[src/rtl/sys_result_buffer_if.sv]
// Result-buffer bus between the controller/array side and sys_result_buffer.
// RESULT_ACCUM_EN adds the sticky accum_sat flag.
interface sys_result_buffer_if #(
    parameter int DATA_W = 16
);
    logic              clr;
    logic              we_c11;
    logic              we_c12;
    logic              we_c21;
    logic              we_c22;
    logic [DATA_W-1:0] din_c11;
    logic [DATA_W-1:0] din_c12;
    logic [DATA_W-1:0] din_c21;
    logic [DATA_W-1:0] din_c22;
    logic              rd_en;
    logic [1:0]        rd_addr;
    logic [DATA_W-1:0] rd_data;
    logic              rd_valid;
    logic              rd_hit;
    logic [3:0]        entry_valid;
    logic              full;
    logic              scan_start;
    logic              scan_busy;
    logic [1:0]        scan_addr;
    logic [DATA_W-1:0] scan_data;
    logic              scan_done;
`ifdef RESULT_ACCUM_EN
    logic              accum_sat;
`endif

    modport master (
        output clr,
        output we_c11, we_c12, we_c21, we_c22,
        output din_c11, din_c12, din_c21, din_c22,
        output rd_en, rd_addr, scan_start,
        input  rd_data, rd_valid, rd_hit,
        input  entry_valid, full,
        input  scan_busy, scan_addr, scan_data, scan_done
`ifdef RESULT_ACCUM_EN
        , input accum_sat
`endif
    );

    modport slave (
        input  clr,
        input  we_c11, we_c12, we_c21, we_c22,
        input  din_c11, din_c12, din_c21, din_c22,
        input  rd_en, rd_addr, scan_start,
        output rd_data, rd_valid, rd_hit,
        output entry_valid, full,
        output scan_busy, scan_addr, scan_data, scan_done
`ifdef RESULT_ACCUM_EN
        , output accum_sat
`endif
    );
endinterface

[src/rtl/sys_result_buffer.sv]
// 2x2 result tile buffer: capture, registered random read, timed scan-out.
// Define RESULT_ACCUM_EN for saturating accumulate-on-rewrite.
module sys_result_buffer #(
    parameter int DATA_W      = 16,
    parameter int HOLD_CYCLES = 4
) (
    input logic                 clk,
    input logic                 rstb,
    sys_result_buffer_if.slave  bus
);

    localparam int CNT_W = (HOLD_CYCLES > 1) ? $clog2(HOLD_CYCLES) : 1;
    localparam logic [CNT_W-1:0] CNT_LAST = CNT_W'(HOLD_CYCLES - 1);

    typedef enum logic [1:0] {
        S_IDLE,
        S_WAIT,
        S_SHOW,
        S_DONE
    } state_e;

    logic [3:0]        we;
    logic [DATA_W-1:0] din [4];

    logic [DATA_W-1:0] mem_q [4];
    logic [DATA_W-1:0] mem_d [4];
    logic [3:0]        vld_q;
    logic [3:0]        vld_d;

    logic [DATA_W-1:0] rd_data_q;
    logic              rd_valid_q;
    logic              rd_hit_q;

    state_e            state_q;
    state_e            state_d;
    logic [CNT_W-1:0]  cnt_q;
    logic [CNT_W-1:0]  cnt_d;
    logic [1:0]        saddr_q;
    logic [1:0]        saddr_d;
    logic [DATA_W-1:0] sdata_q;
    logic [DATA_W-1:0] sdata_d;

    logic              full;

    assign we     = {bus.we_c22, bus.we_c21, bus.we_c12, bus.we_c11};
    assign din[0] = bus.din_c11;
    assign din[1] = bus.din_c12;
    assign din[2] = bus.din_c21;
    assign din[3] = bus.din_c22;

    assign full = &vld_q;

`ifdef RESULT_ACCUM_EN
    localparam logic [DATA_W-1:0] MAXV = {1'b0, {(DATA_W-1){1'b1}}};
    localparam logic [DATA_W-1:0] MINV = {1'b1, {(DATA_W-1){1'b0}}};

    logic sat_q;
    logic sat_d;
    logic [DATA_W:0] sum;

    always_comb begin
        mem_d = mem_q;
        vld_d = vld_q;
        sat_d = sat_q;
        sum   = '0;
        for (int i = 0; i < 4; i++) begin
            if (we[i]) begin
                vld_d[i] = 1'b1;
                if (vld_q[i]) begin
                    sum = {mem_q[i][DATA_W-1], mem_q[i]}
                        + {din[i][DATA_W-1], din[i]};
                    // Sign bits disagree only on overflow.
                    if (sum[DATA_W] != sum[DATA_W-1]) begin
                        mem_d[i] = sum[DATA_W] ? MINV : MAXV;
                        sat_d    = 1'b1;
                    end else begin
                        mem_d[i] = sum[DATA_W-1:0];
                    end
                end else begin
                    mem_d[i] = din[i];
                end
            end
        end
        if (bus.clr) begin
            for (int i = 0; i < 4; i++) mem_d[i] = '0;
            vld_d = '0;
            sat_d = 1'b0;
        end
    end

    always_ff @(posedge clk or negedge rstb) begin
        if (!rstb) sat_q <= 1'b0;
        else       sat_q <= sat_d;
    end

    assign bus.accum_sat = sat_q;
`else
    always_comb begin
        mem_d = mem_q;
        vld_d = vld_q;
        for (int i = 0; i < 4; i++) begin
            if (we[i]) begin
                vld_d[i] = 1'b1;
                mem_d[i] = din[i];
            end
        end
        if (bus.clr) begin
            for (int i = 0; i < 4; i++) mem_d[i] = '0;
            vld_d = '0;
        end
    end
`endif

    always_ff @(posedge clk or negedge rstb) begin
        if (!rstb) begin
            for (int i = 0; i < 4; i++) mem_q[i] <= '0;
            vld_q <= '0;
        end else begin
            for (int i = 0; i < 4; i++) mem_q[i] <= mem_d[i];
            vld_q <= vld_d;
        end
    end

    // Reads sample mem_q, so a same-cycle write is seen only next time.
    always_ff @(posedge clk or negedge rstb) begin
        if (!rstb) begin
            rd_data_q  <= '0;
            rd_valid_q <= 1'b0;
            rd_hit_q   <= 1'b0;
        end else if (bus.clr) begin
            rd_data_q  <= '0;
            rd_valid_q <= 1'b0;
            rd_hit_q   <= 1'b0;
        end else begin
            rd_valid_q <= bus.rd_en;
            rd_hit_q   <= bus.rd_en & vld_q[bus.rd_addr];
            if (bus.rd_en) rd_data_q <= mem_q[bus.rd_addr];
        end
    end

    assign bus.rd_data     = rd_data_q;
    assign bus.rd_valid    = rd_valid_q;
    assign bus.rd_hit      = rd_hit_q;
    assign bus.entry_valid = vld_q;
    assign bus.full        = full;

    always_ff @(posedge clk or negedge rstb) begin
        if (!rstb) begin
            state_q <= S_IDLE;
            cnt_q   <= '0;
            saddr_q <= '0;
            sdata_q <= '0;
        end else begin
            state_q <= state_d;
            cnt_q   <= cnt_d;
            saddr_q <= saddr_d;
            sdata_q <= sdata_d;
        end
    end

    always_comb begin
        state_d = state_q;
        cnt_d   = cnt_q;
        saddr_d = saddr_q;
        sdata_d = sdata_q;
        unique case (state_q)
            S_IDLE: begin
                if (bus.scan_start) begin
                    state_d = full ? S_SHOW : S_WAIT;
                    cnt_d   = '0;
                    saddr_d = '0;
                end
            end
            S_WAIT: begin
                if (full) begin
                    state_d = S_SHOW;
                    cnt_d   = '0;
                    saddr_d = '0;
                end
            end
            S_SHOW: begin
                sdata_d = mem_q[saddr_q];
                if (cnt_q == CNT_LAST) begin
                    cnt_d   = '0;
                    // Wraps 3 -> 0 as the scan ends.
                    saddr_d = saddr_q + 2'd1;
                    if (saddr_q == 2'd3) state_d = S_DONE;
                end else begin
                    cnt_d = cnt_q + 1'b1;
                end
            end
            S_DONE: begin
                state_d = S_IDLE;
                saddr_d = '0;
            end
            default: state_d = S_IDLE;
        endcase
        if (bus.clr) begin
            state_d = S_IDLE;
            cnt_d   = '0;
            saddr_d = '0;
            sdata_d = '0;
        end
    end

    always_comb begin
        bus.scan_busy = (state_q != S_IDLE);
        bus.scan_done = (state_q == S_DONE);
    end

    assign bus.scan_addr = saddr_q;
    assign bus.scan_data = sdata_q;

endmodule

[src/flat_wrapper.sv]
// flat-port wrapper written by rule: the top's interface ports become plain ports
module sys_result_buffer_flat 
#(
    parameter int DATA_W      = 16,
    parameter int HOLD_CYCLES = 4
)
  (clk, rstb, bus_clr, bus_we_c11, bus_we_c12, bus_we_c21, bus_we_c22, bus_din_c11, bus_din_c12, bus_din_c21, bus_din_c22, bus_rd_en, bus_rd_addr, bus_scan_start, bus_rd_data, bus_rd_valid, bus_rd_hit, bus_entry_valid, bus_full, bus_scan_busy, bus_scan_addr, bus_scan_data, bus_scan_done);
  sys_result_buffer_if #(.DATA_W(DATA_W)) bus_i ();
  input logic clk;
  input logic rstb;
  input wire logic [$bits(bus_i.clr)-1:0] bus_clr;
  input wire logic [$bits(bus_i.we_c11)-1:0] bus_we_c11;
  input wire logic [$bits(bus_i.we_c12)-1:0] bus_we_c12;
  input wire logic [$bits(bus_i.we_c21)-1:0] bus_we_c21;
  input wire logic [$bits(bus_i.we_c22)-1:0] bus_we_c22;
  input wire logic [$bits(bus_i.din_c11)-1:0] bus_din_c11;
  input wire logic [$bits(bus_i.din_c12)-1:0] bus_din_c12;
  input wire logic [$bits(bus_i.din_c21)-1:0] bus_din_c21;
  input wire logic [$bits(bus_i.din_c22)-1:0] bus_din_c22;
  input wire logic [$bits(bus_i.rd_en)-1:0] bus_rd_en;
  input wire logic [$bits(bus_i.rd_addr)-1:0] bus_rd_addr;
  input wire logic [$bits(bus_i.scan_start)-1:0] bus_scan_start;
  output wire logic [$bits(bus_i.rd_data)-1:0] bus_rd_data;
  output wire logic [$bits(bus_i.rd_valid)-1:0] bus_rd_valid;
  output wire logic [$bits(bus_i.rd_hit)-1:0] bus_rd_hit;
  output wire logic [$bits(bus_i.entry_valid)-1:0] bus_entry_valid;
  output wire logic [$bits(bus_i.full)-1:0] bus_full;
  output wire logic [$bits(bus_i.scan_busy)-1:0] bus_scan_busy;
  output wire logic [$bits(bus_i.scan_addr)-1:0] bus_scan_addr;
  output wire logic [$bits(bus_i.scan_data)-1:0] bus_scan_data;
  output wire logic [$bits(bus_i.scan_done)-1:0] bus_scan_done;
  assign bus_i.clr = bus_clr;
  assign bus_i.we_c11 = bus_we_c11;
  assign bus_i.we_c12 = bus_we_c12;
  assign bus_i.we_c21 = bus_we_c21;
  assign bus_i.we_c22 = bus_we_c22;
  assign bus_i.din_c11 = bus_din_c11;
  assign bus_i.din_c12 = bus_din_c12;
  assign bus_i.din_c21 = bus_din_c21;
  assign bus_i.din_c22 = bus_din_c22;
  assign bus_i.rd_en = bus_rd_en;
  assign bus_i.rd_addr = bus_rd_addr;
  assign bus_i.scan_start = bus_scan_start;
  assign bus_rd_data = bus_i.rd_data;
  assign bus_rd_valid = bus_i.rd_valid;
  assign bus_rd_hit = bus_i.rd_hit;
  assign bus_entry_valid = bus_i.entry_valid;
  assign bus_full = bus_i.full;
  assign bus_scan_busy = bus_i.scan_busy;
  assign bus_scan_addr = bus_i.scan_addr;
  assign bus_scan_data = bus_i.scan_data;
  assign bus_scan_done = bus_i.scan_done;
  sys_result_buffer #(.DATA_W(DATA_W), .HOLD_CYCLES(HOLD_CYCLES)) u_core (.clk(clk), .rstb(rstb), .bus(bus_i));
endmodule
[config.mk]
export PLATFORM = sky130hd
export DESIGN_NAME = sys_result_buffer_flat
export DESIGN_NICKNAME = d
export VERILOG_FILES = /design/src/rtl/sys_result_buffer_if.sv /design/src/rtl/sys_result_buffer.sv /design/src/flat_wrapper.sv
export SDC_FILE = /design/constraint.sdc
export NUM_CORES = 1
export LEC_CHECK = 0
export BUFFER_PORTS_ARGS = -buffer_cell sky130_fd_sc_hd__buf_2
export CORE_AREA = 3 3 120 122
export CTS_CLUSTER_SIZE = 40
export DETAILED_ROUTE_END_ITERATION = 10
export DIE_AREA = 0 0 123 125
export GPL_ROUTABILITY_DRIVEN = 0
export GPL_TIMING_DRIVEN = 1
export PLACE_DENSITY_LB_ADDON = 0.05
export SETUP_SLACK_MARGIN = 0.4
export SLEW_MARGIN = 30
export SYNTH_ARGS = -nofsm -noshare
export SYNTH_HDL_FRONTEND = slang
export SYNTH_SLANG_ARGS = --single-unit
[constraint.sdc]
create_clock -name clk -period 3.4 [get_ports clk]
set_input_delay 0.17 -clock clk [delete_from_list [all_inputs] [get_ports clk]]
set_output_delay 0.17 -clock clk [all_outputs]
set_load 0.02 [all_outputs]
==> results.cfg, run 1 <==
[outcome]
status = finished clean

[clock_network]
cts_sinks = 108
clock_path_buffers = 2
clk_pin_slew_ns = 0.07
clk_latency_ns = 0.35
htreeDepth = 3
cts-root-buf = clkbuf_16
cts_resized = 0
cts_buffers = 9
cts_tree = yes

[worst_setup_path]
cp.arrival_ns = 2.16
path_cells = buf_4 > mux4_1 > mux2i_1 > nor2_1
r2r_slack_ns = 1.46
critPathKind = reg -> reg
slowest_stage = dfrtp_1
cp-start-kind = flip-flop
slowest_delay_ns = 0.68
end_kind = flip-flop
critPathMaxFanout = 12
cp.required_ns = 3.62

[synth]
syn_area_sq_um = 5350
syn_avg_cell_area_sq_um = 12.99
synth_seq_area_share_pct = 50.51
ys.flop_type = dfrtp_1
synth_edf_count = 0
yosys_warnings = 0
synth_area_leaders = dfrtp_1 (51%), mux2i_1 (18%), mux4_2 (7.6%), nor2_1 (7.4%), mux4_1 (7.4%)
ys_ff_latch = 108
syn-num-nets = 493
synth_cell_type_count = 28
synth_cells = 412
synth_top_area_share_pct = 50.51
synth_area_leader_cell = dfrtp_1
synthArstFlopShare_pct = 100.0

[layout]
antenna_cells = 0
syn_to_final_growth_pct = 18.94
drive_gt1_share_pct = 30.77
final_nets = 596
stdcell_area_sq_um = 6364
n_fill_cell = 1227

[floorplan]
start_util_pct = 40.24
dieHeight_um = 125
core-area_sq_um = 13300
row_count = 42
die-area_sq_um = 15380
num_io_pins = 118
die-width_um = 123

[power_and_ir_drop]
swShare_pct = 27.65
clkPwrFrac_pct = 34.9
seq_power_share_pct = 45.6
p_leak_nw = 3.296
p_per_area_nw_per_um2 = 493.8
switchingPower_uw = 868.9
intPower_mw = 2.273
combPwrFrac_pct = 19.6
vdd.ir_drop.worst_mv = 0.2627

[drt]
firstDrtPassIters = 4
num_vias = 3600
drcViolationCount = 0
wl_um = 13450
drtIter0Drc = 168
wl_per_cell_um = 19.32
via_per_inst = 5.172
drtAntennaViolNets = 0

[placement]
portBuffers = 117
post_dp_cell_area_sq_um = 6012
dp_hpwl_um = 8916

[sta]
clock_skew_ns = 0.004740
finalCritPeriodShare_pct = 57.06
rsz0062_at_grt = no
finalSetupViolCount = 0
timing.fmax_mhz = 515.5
finalCriticalPeriod_ns = 1.940
final-max-slew-violation-count = 0
worstMarginPinSlew_ns = 0.6959
max_slew_margin_pct = 53.61
tns_ns = 0
hold_violations = 0

[grt]
antenna_found_initial = 1
grt_max_degree = 66
grt_pass1_vias = 3716
track_usage_pct = 18.52
grt_first_pass_wirelength_um = 21440
overflow = 0

[min_path]
min_path_type = in -> reg

[flow_run]
drv_cap = 0
==> final timing paths <==
kind / depth (start not counted) / to / startpoint
setup reg to reg: 4 / u_core.bus.scan_data[6]$_DFFE_PN0P_ / u_core.bus.scan_addr[0]$_DFFE_PN0P_
hold reg to reg: 1 / u_core.cnt_q[1]$_DFFE_PN0P_ / u_core.cnt_q[1]$_DFFE_PN0P_
min in group asynchronous: 2 / u_core.mem_q[51]$_DFFE_PN0P_ / rstb
max in group asynchronous: 3 / u_core.mem_q[45]$_DFFE_PN0P_ / rstb
setup / recovery: 4 / u_core.bus.scan_data[6]$_DFFE_PN0P_ / u_core.bus.scan_addr[0]$_DFFE_PN0P_
hold / removal: 3 / u_core.mem_q[17]$_DFFE_PN0P_ / bus_din_c21[1]
==> metal layers <==
layer  vias to the layer above  track usage [%]  routed length, um  part of all wire [%]
li1                       1662                -                  -                     -
met1                      1823            25.23               5929                    44
met2                        98            28.34               6346                    47
met3                        15            6.640                970                   7.2
met4                         2            4.691                184                   1.4
met5                         -                0                 13                 0.097
==> placed cells by master, fill, tap and decap left out <==
master	n
clkbuf_8	3
clkbuf_16	9
mux2i_1	97
buf_4	6
buf_2	115
a21oi_1	2
a21o_1	1
nor2_1	106
clkbuf_1	1
nand2_1	2
a21oi_2	1
mux4_2	18
bufinv_16	1
nor4_1	1
nor3b_4	1
mux4_1	15
inv_1	6
nand2b_1	4
buf_12	1
nor3_1	1
and2_1	1
ha_1	6
clkinv_4	1
dlygate4sd3_1	1
clkinv_2	1
buf_16	1
nor3_2	1
o21ai_0	2
o211ai_1	1
dfrtp_1	108
nor2b_1	1
mux2_1	3
and4_4	1
o41ai_1	1
==> Yosys cell counts (2+ instances only) <==
cell,instances
dfrtp_1,108
nor2_1,106
mux2i_1,97
mux4_2,18
buf_2,16
mux4_1,15
clkbuf_1,9
ha_1,6
inv_1,6
nand2b_1,4
buf_4,3
mux2_1,3
a21oi_1,2
buf_12,2
buf_6,2
nand2_1,2
o21ai_0,2
==> critical path: cells and delay by family (launching register included) <==
family,cells,cell delay [ns]
buffers and inverters,1,0.36
and+or+nand+nor,1,0.05
muxes,2,0.72
DFF,1,0.68
==> final cells by class <==
cell class	count	area, sq um	area share (%)
sequential	108	2703	42.47
multi-input combinational	266	2426	38.12
timing repair buffer	124	678.2	10.66
clock buffer	13	270.3	4.247
tap	176	220.2	3.460
clock inverter	3	43.79	0.6882
inverter	6	22.52	0.3539
==> flip-flops by register name (all words and copies together) (netlist names) <==
| register | flops |
|---|---|
| u_core.bus.entry_valid | 4 |
| u_core.bus.rd_hit | 1 |
| u_core.bus.rd_data | 16 |
| u_core.bus.scan_addr | 2 |
| u_core.mem_q | 64 |
| u_core.bus.rd_valid | 1 |
| u_core.cnt_q | 2 |
| u_core.state_q | 2 |
| u_core.bus.scan_data | 16 |
==> repair_timing <==
action	in CTS	in global routing
endpoints found under the hold margin	64	0
setup buffers	0	0
hold buffers	1	0
==> cell families after synthesis <==
family | Yosys count | share of synthesized area (%)
compound gates | 8 | 0.9824
buf+inv | 38 | 4.139
mux | 133 | 33.72
simple gates | 119 | 9.238
fa+ha+maj | 6 | 1.403
flops | 108 | 50.51
==> through the flow <==
step,cells,total power [mW],setup WS (ns),utilization [%],hold WS (ns)
floorplan,412,1.877,1.806,-,-0.1256
global placement,678,2.062,1.493,45.22,0.3349
detailed placement,678,2.077,1.428,45.22,0.3383
CTS,695,3.188,1.452,47.66,0.04564
global route,696,3.308,1.345,47.86,0.04597
finish,696,3.142,1.460,47.86,0.06023
==> power groups by stage <==
stage	clock, mW	combinational [mW]	sequential (mW)
2_1_floorplan	0	0.416	1.46
3_3_place_gp	0	0.607	1.45
3_5_place_dp	0	0.620	1.46
4_1_cts	1.13	0.622	1.43
5_1_grt	1.18	0.681	1.44
6_report	1.10	0.615	1.43
(Power assumes the default switching activity.)
==> inputs of run 2 (changes only) <==
--- a/config.mk
+++ b/config.mk
@@ -5,11 +5,12 @@
 export SDC_FILE = /design/constraint.sdc
 export NUM_CORES = 1
 export LEC_CHECK = 0
+export ABC_AREA = 1
 export BUFFER_PORTS_ARGS = -buffer_cell sky130_fd_sc_hd__buf_2
-export CORE_AREA = 3 3 120 122
+export CORE_AREA = 3 3 121 123
 export CTS_CLUSTER_SIZE = 40
 export DETAILED_ROUTE_END_ITERATION = 10
-export DIE_AREA = 0 0 123 125
+export DIE_AREA = 0 0 124 126
 export GPL_ROUTABILITY_DRIVEN = 0
 export GPL_TIMING_DRIVEN = 1
 export PLACE_DENSITY_LB_ADDON = 0.05
==> constraint.sdc (replaced) <==
create_clock -name clk -period 1.8 [get_ports clk]
set_input_delay 0.09 -clock clk [delete_from_list [all_inputs] [get_ports clk]]
set_output_delay 0.09 -clock clk [all_outputs]
set_load 0.02 [all_outputs]
==> results.cfg, run 2 <==
[placement]
dp_hpwl_um = 12060
dp.cells = 934
pre_cts_slack_ns = 0.3800
portBuffers = 117

[power_and_ir_drop]
intPower_mw = 4.359
p_leak_nw = 3.613
p_per_area_nw_per_um2 = 876.5
combPwrFrac_pct = 24.6
switchingPower_mw = 1.938
clkPwrFrac_pct = 32.2
seq_power_share_pct = 43.2
swShare_pct = 30.77
vdd.ir_drop.worst_mv = 0.4776

[clock_network]
clock_path_buffers = 2
clk_pin_slew_ns = 0.07
cts_tree = yes
cts_sinks = 108
clk_latency_ns = 0.35
htreeDepth = 3
cts_buffers = 9
cts-root-buf = clkbuf_16

[synth]
ys_ff_latch = 108
syn-num-nets = 751
synth_area_leaders = dfrtp_1 (50%), nand3_1 (17%), nand2_1 (8.1%), o21ai_0 (6.5%), a21oi_1 (5.0%)
synth_seq_area_share_pct = 49.77
synth.most_common_cell = nand3_1
synth_common_cells = nand3_1 (186), nand2_1 (117), dfrtp_1 (108)
synth_area_leader_cell = dfrtp_1
synth_top_area_share_pct = 49.77
yosys_warnings = 0
syn_area_sq_um = 5430
ys.flop_type = dfrtp_1
syn_avg_cell_area_sq_um = 8.105
synth_edf_count = 0
synth_cells = 670
synth_cell_type_count = 22
synthArstFlopShare_pct = 100.0

[drt]
wl_um = 17460
wl_per_cell_um = 17.19
num_vias = 5385
drtAntennaViolNets = 0
drcViolationCount = 0
firstDrtPassIters = 7
drtIter0Drc = 516
via_per_inst = 5.300

[layout]
fin_cells = 1016
mostFrequentLayoutCells = nand3_1 (184), buf_2 (115), nand2_1 (114), dfrtp_1 (106), o21ai_0 (68)
final_common_cell = nand3_1
drive_gt1_share_pct = 22.97
regMostFlops = u_core.mem_q
final_nets = 912
syn_to_final_growth_pct = 32.30
largest_reg_flops = 64
antenna_cells = 0
utilization_pct = 52.16

[sta]
finalSetupViolCount = 0
final-max-slew-violation-count = 0
timing.fmax_mhz = 717.6
hold_violations = 0
holdWs_ns = 0.009176
setup_slack_ns = 0.4065
worstMarginPinSlew_ns = 0.5799
clock_skew_ns = 0.006826
max_slew_margin_pct = 61.10
rsz0062_at_grt = yes
finalCritPeriodShare_pct = 77.42
tns_ns = 0
finalCriticalPeriod_ns = 1.393

[grt]
grt_use_met3_pct = 3.143
antenna_found_initial = 0
grt.met1_usage_pct = 36.94
grt_first_pass_wirelength_um = 27240
track_usage_pct = 22.49
grt_pass1_vias = 4964
overflow = 0
grt_use_met2_pct = 30.77
grt_max_degree = 82
busiest_layer = met1

[worst_setup_path]
cp.arrival_ns = 1.67
cp-start-kind = flip-flop
critPathKind = reg -> reg
end_kind = flip-flop
cp.required_ns = 2.08
critPathMaxFanout = 6

[floorplan]
num_io_pins = 118
start_util_pct = 39.43
core-area_sq_um = 13770
die-area_sq_um = 15620
dieHeight_um = 126
die-width_um = 124
row_count = 43

[flow_run]
drv_cap = 0

[min_path]
min_path_type = in -> reg

[outcome]
status = finished clean
-- run 2: power by group through the flow --
| stage | Sequential (mW) | Combinational, mW | Clock (mW) |
|---|---|---|---|
| 6_report | 2.72 | 1.55 | 2.03 |
| 5_1_grt | 2.74 | 1.72 | 2.18 |
| 2_1_floorplan | 2.79 | 0.737 | 0 |
| 3_5_place_dp | 2.75 | 1.23 | 0 |
| 4_1_cts | 2.70 | 1.38 | 2.09 |
| 3_3_place_gp | 2.75 | 1.21 | 0 |
-- run 2: area by class of cell --
cell class / count / area (sq um)
Clock buffer: 12 / 256.5
Clock inverter: 4 / 47.55
Fill cell: 1364 / 6589
Inverter: 45 / 177.7
Multi-Input combinational cell: 465 / 2323
Sequential cell: 108 / 2705
Tap cell: 180 / 225.2
Timing Repair Buffer: 201 / 1444
Timing Repair inverter: 1 / 5.005
-- run 2: logic make-up (layout without fill, tap and decap cells) --
group           count (synthesis)  after routing  synth area share, %
flops                         108            108                49.77
compound gates                140            140                13.64
buf+inv                        97            263                8.502
simple gates                  319            319                26.71
fa+ha+maj                       6              6                1.382
-- run 2: what timing repair did --
item	4_1_cts	5_1_grt
endpoints found under the setup margin	4	22
hold buffers	57	0
endpoints found under the hold margin	85	0
pin swaps	2	4
cloned	0	3
gates resized for setup	2	23
setup buffers	4	2
-- run 2: through the flow --
step                      power [mW]  area [sq um]
after floorplan                3.524          5430
after global placement         3.958          6132
after detailed placement       3.977          6132
after CTS                      6.172          7042
after global routing           6.642          7184
final                          6.297          7184
-- run 2: layer usage --
| metal | share of wire [%] | vias to the layer above |
|---|---|---|
| met5 | 0 | - |
| met4 | 0.97 | 0 |
| met3 | 6.2 | 15 |
| met2 | 42 | 191 |
| met1 | 51 | 2587 |
| li1 | - | 2592 |
-- run 2: worst max-delay path: stages, from the launching register on --
cell	delay, ns
dfrtp_1	0.43
inv_2	0.13
ha_4	0.14
inv_2	0.05
nor2_4	0.17
nand2_2	0.09
or2_0	0.20
o21ai_1	0.11
-- run 2: final timing paths --
path	slack, ns	start	depth (start not counted)	end
min in group asynchronous	0.23	rstb	2	u_core.mem_q[52]$_DFFE_PN0P_
worst max register to register	0.41	u_core.state_q[0]$_DFFE_PN0P_	7	u_core.cnt_q[0]$_DFFE_PN0P_
max in group asynchronous	0.82	rstb	3	u_core.bus.scan_addr[1]$_DFFE_PN0P_
worst max-delay path	0.41	u_core.state_q[0]$_DFFE_PN0P_	7	u_core.cnt_q[0]$_DFFE_PN0P_
worst min-delay path	0.009	bus_din_c11[4]	3	u_core.mem_q[52]$_DFFE_PN0P_
worst min register to register	0.51	u_core.bus.rd_data[1]$_DFFE_PN0P_	2	u_core.bus.rd_data[1]$_DFFE_PN0P_
==> inputs of run 3 (changes only) <==
--- a/config.mk
+++ b/config.mk
@@ -5,12 +5,12 @@
 export SDC_FILE = /design/constraint.sdc
 export NUM_CORES = 1
 export LEC_CHECK = 0
-export ABC_AREA = 1
+export ABC_AREA = 0
 export BUFFER_PORTS_ARGS = -buffer_cell sky130_fd_sc_hd__buf_2
-export CORE_AREA = 3 3 121 123
+export CORE_AREA = 3 3 120 122
 export CTS_CLUSTER_SIZE = 40
 export DETAILED_ROUTE_END_ITERATION = 10
-export DIE_AREA = 0 0 124 126
+export DIE_AREA = 0 0 123 125
 export GPL_ROUTABILITY_DRIVEN = 0
 export GPL_TIMING_DRIVEN = 1
 export PLACE_DENSITY_LB_ADDON = 0.05
==> constraint.sdc (replaced) <==
create_clock -name clk -period 1.5 [get_ports clk]
set_input_delay 0.075 -clock clk [delete_from_list [all_inputs] [get_ports clk]]
set_output_delay 0.075 -clock clk [all_outputs]
set_load 0.02 [all_outputs]
==> results.cfg, run 3 (synthesized netlist as in run 1, its figures left out) <==
[clock_network]
cts_tree = yes
cts_buffers = 9
clock_path_buffers = 2
clk_latency_ns = 0.36
cts_sinks = 108
clk_pin_slew_ns = 0.07
cts-root-buf = clkbuf_16
htreeDepth = 3

[grt]
antenna_found_initial = 0
track_usage_pct = 19.71
grt_max_degree = 73
grt_first_pass_wirelength_um = 22830
grt_pass1_vias = 4103
overflow = 0

[drt]
wl_um = 14470
num_vias = 3971
via_per_inst = 4.915
drtAntennaViolNets = 0
drcViolationCount = 0
drtIter0Drc = 261
firstDrtPassIters = 4
wl_per_cell_um = 17.90

[worst_setup_path]
slowest_stage = dfrtp_2
critPathMaxFanout = 4
slowest_delay_ns = 0.44
critPathKind = reg -> reg
cp-start-kind = flip-flop
cp.arrival_ns = 1.80
path_cells = inv_4 > ha_4 > nor3b_4 > buf_6 > buf_4 > nor4_2 > nand2b_1
cp.required_ns = 1.79
end_kind = flip-flop

[layout]
drive_gt1_share_pct = 39.08
stdcell_area_sq_um = 7631
final_common_cell = buf_2
regMostFlops = u_core.mem_q
final_nets = 708
antenna_cells = 0
mostFrequentLayoutCells = buf_2 (107), nor2_1 (105), dfrtp_1 (100), mux2i_1 (97), dlygate4sd3_1 (65)
syn_to_final_growth_pct = 42.63
largest_reg_flops = 64

[floorplan]
start_util_pct = 40.24
die-area_sq_um = 15380
num_io_pins = 118
core-area_sq_um = 13300
die-width_um = 123
row_count = 42
dieHeight_um = 125

[sta]
max_slew_margin_pct = 70.96
holdWs_ns = 0.1361
clock_skew_ns = 0.005175
hold_violations = 0
final-max-slew-violation-count = 0
rsz0062_at_grt = yes
tns_ns = -0.01664
finalCritPeriodShare_pct = 101.1
finalSetupViolCount = 1
timing.fmax_mhz = 659.4
finalCriticalPeriod_ns = 1.517
worstMarginPinSlew_ns = 0.4356
setup_slack_ns = -0.01664

[outcome]
status = finished, violations left
violations = setup timing

[flow_run]
drv_cap = 0

[power_and_ir_drop]
p_leak_nw = 3.785
finalPower_mw = 7.852
swShare_pct = 28.19
combPwrFrac_pct = 27.1
p_per_area_nw_per_um2 = 1029
intPower_mw = 5.639
seq_power_share_pct = 41.6
vdd.ir_drop.worst_mv = 0.6583
switchingPower_mw = 2.213
clkPwrFrac_pct = 31.3

[placement]
dp_hpwl_um = 9118
pre_cts_slack_ns = -0.05487
post_dp_cell_area_sq_um = 6259
portBuffers = 117

[min_path]
min_path_type = in -> reg
## run 3: final timing paths
kind                                                     from                                    end  slack, ns  depth (start not counted)
hold / removal                                     bus_we_c11  u_core.bus.entry_valid[0]$_DFFE_PN0P_       0.14                          3
setup / recovery                u_core.state_q[1]$_DFFE_PN0P_    u_core.bus.scan_addr[0]$_DFFE_PN0P_      -0.02                          7
min in group asynchronous                                rstb           u_core.mem_q[17]$_DFFE_PN0P_       0.20                          2
setup reg to reg                u_core.state_q[1]$_DFFE_PN0P_    u_core.bus.scan_addr[0]$_DFFE_PN0P_      -0.02                          7
hold reg to reg            u_core.bus.rd_data[12]$_DFFE_PN0P_     u_core.bus.rd_data[12]$_DFFE_PN0P_       0.52                          2
max in group asynchronous                                rstb    u_core.bus.scan_addr[1]$_DFFE_PN0P_       0.69                          3
## run 3: area by class of cell
class                      count  area, sq um
fill                        1108         5664
sequential                   108         2713
multi-input combinational    266         2487
timing repair buffer         236         1877
clock buffer                  13        260.3
tap                          176        220.2
clock inverter                 3        43.79
inverter                       6        30.03
## run 3: worst max-delay path, delay by kind of cell (launching register included)
kind / cells / cell delay (ns)
and+or+nand+nor: 3 / 0.53
DFF: 1 / 0.44
buffers and inverters: 3 / 0.32
adders and majority gates: 1 / 0.15
## run 3: power groups by stage
stage / registers [mW] / clock network [mW] / logic (mW)
floorplan: 3.33 / 0 / 1.02
global placement: 3.28 / 0 / 1.63
detailed placement: 3.29 / 0 / 1.65
CTS: 3.24 / 2.54 / 1.97
global route: 3.29 / 2.67 / 2.32
finish: 3.26 / 2.46 / 2.13
## run 3: through the flow
stage	util, %	std cells
6_report	57.40	808
5_1_grt	57.40	808
4_1_cts	56.24	796
3_5_place_dp	47.07	697
3_3_place_gp	47.07	697
2_1_floorplan	-	412
## run 3: what timing repair did
action | in CTS | in global routing
pin swaps | 1 | 6
hold endpoints to repair | 92 | 0
cloned | 0 | 1
resized for setup | 34 | 13
hold buffers | 65 | 0
buffers inserted | 18 | 11
setup endpoints to repair | 47 | 47
## run 3: per-layer routing
| metal | up-vias | GRT usage, % | routed length (um) |
|---|---|---|---|
| li1 | 1872 | - | - |
| met4 | 0 | 3.713 | 92 |
| met1 | 2009 | 26.93 | 6524 |
| met5 | - | 0 | 0 |
| met3 | 9 | 4.833 | 557 |
| met2 | 81 | 32.33 | 7291 |
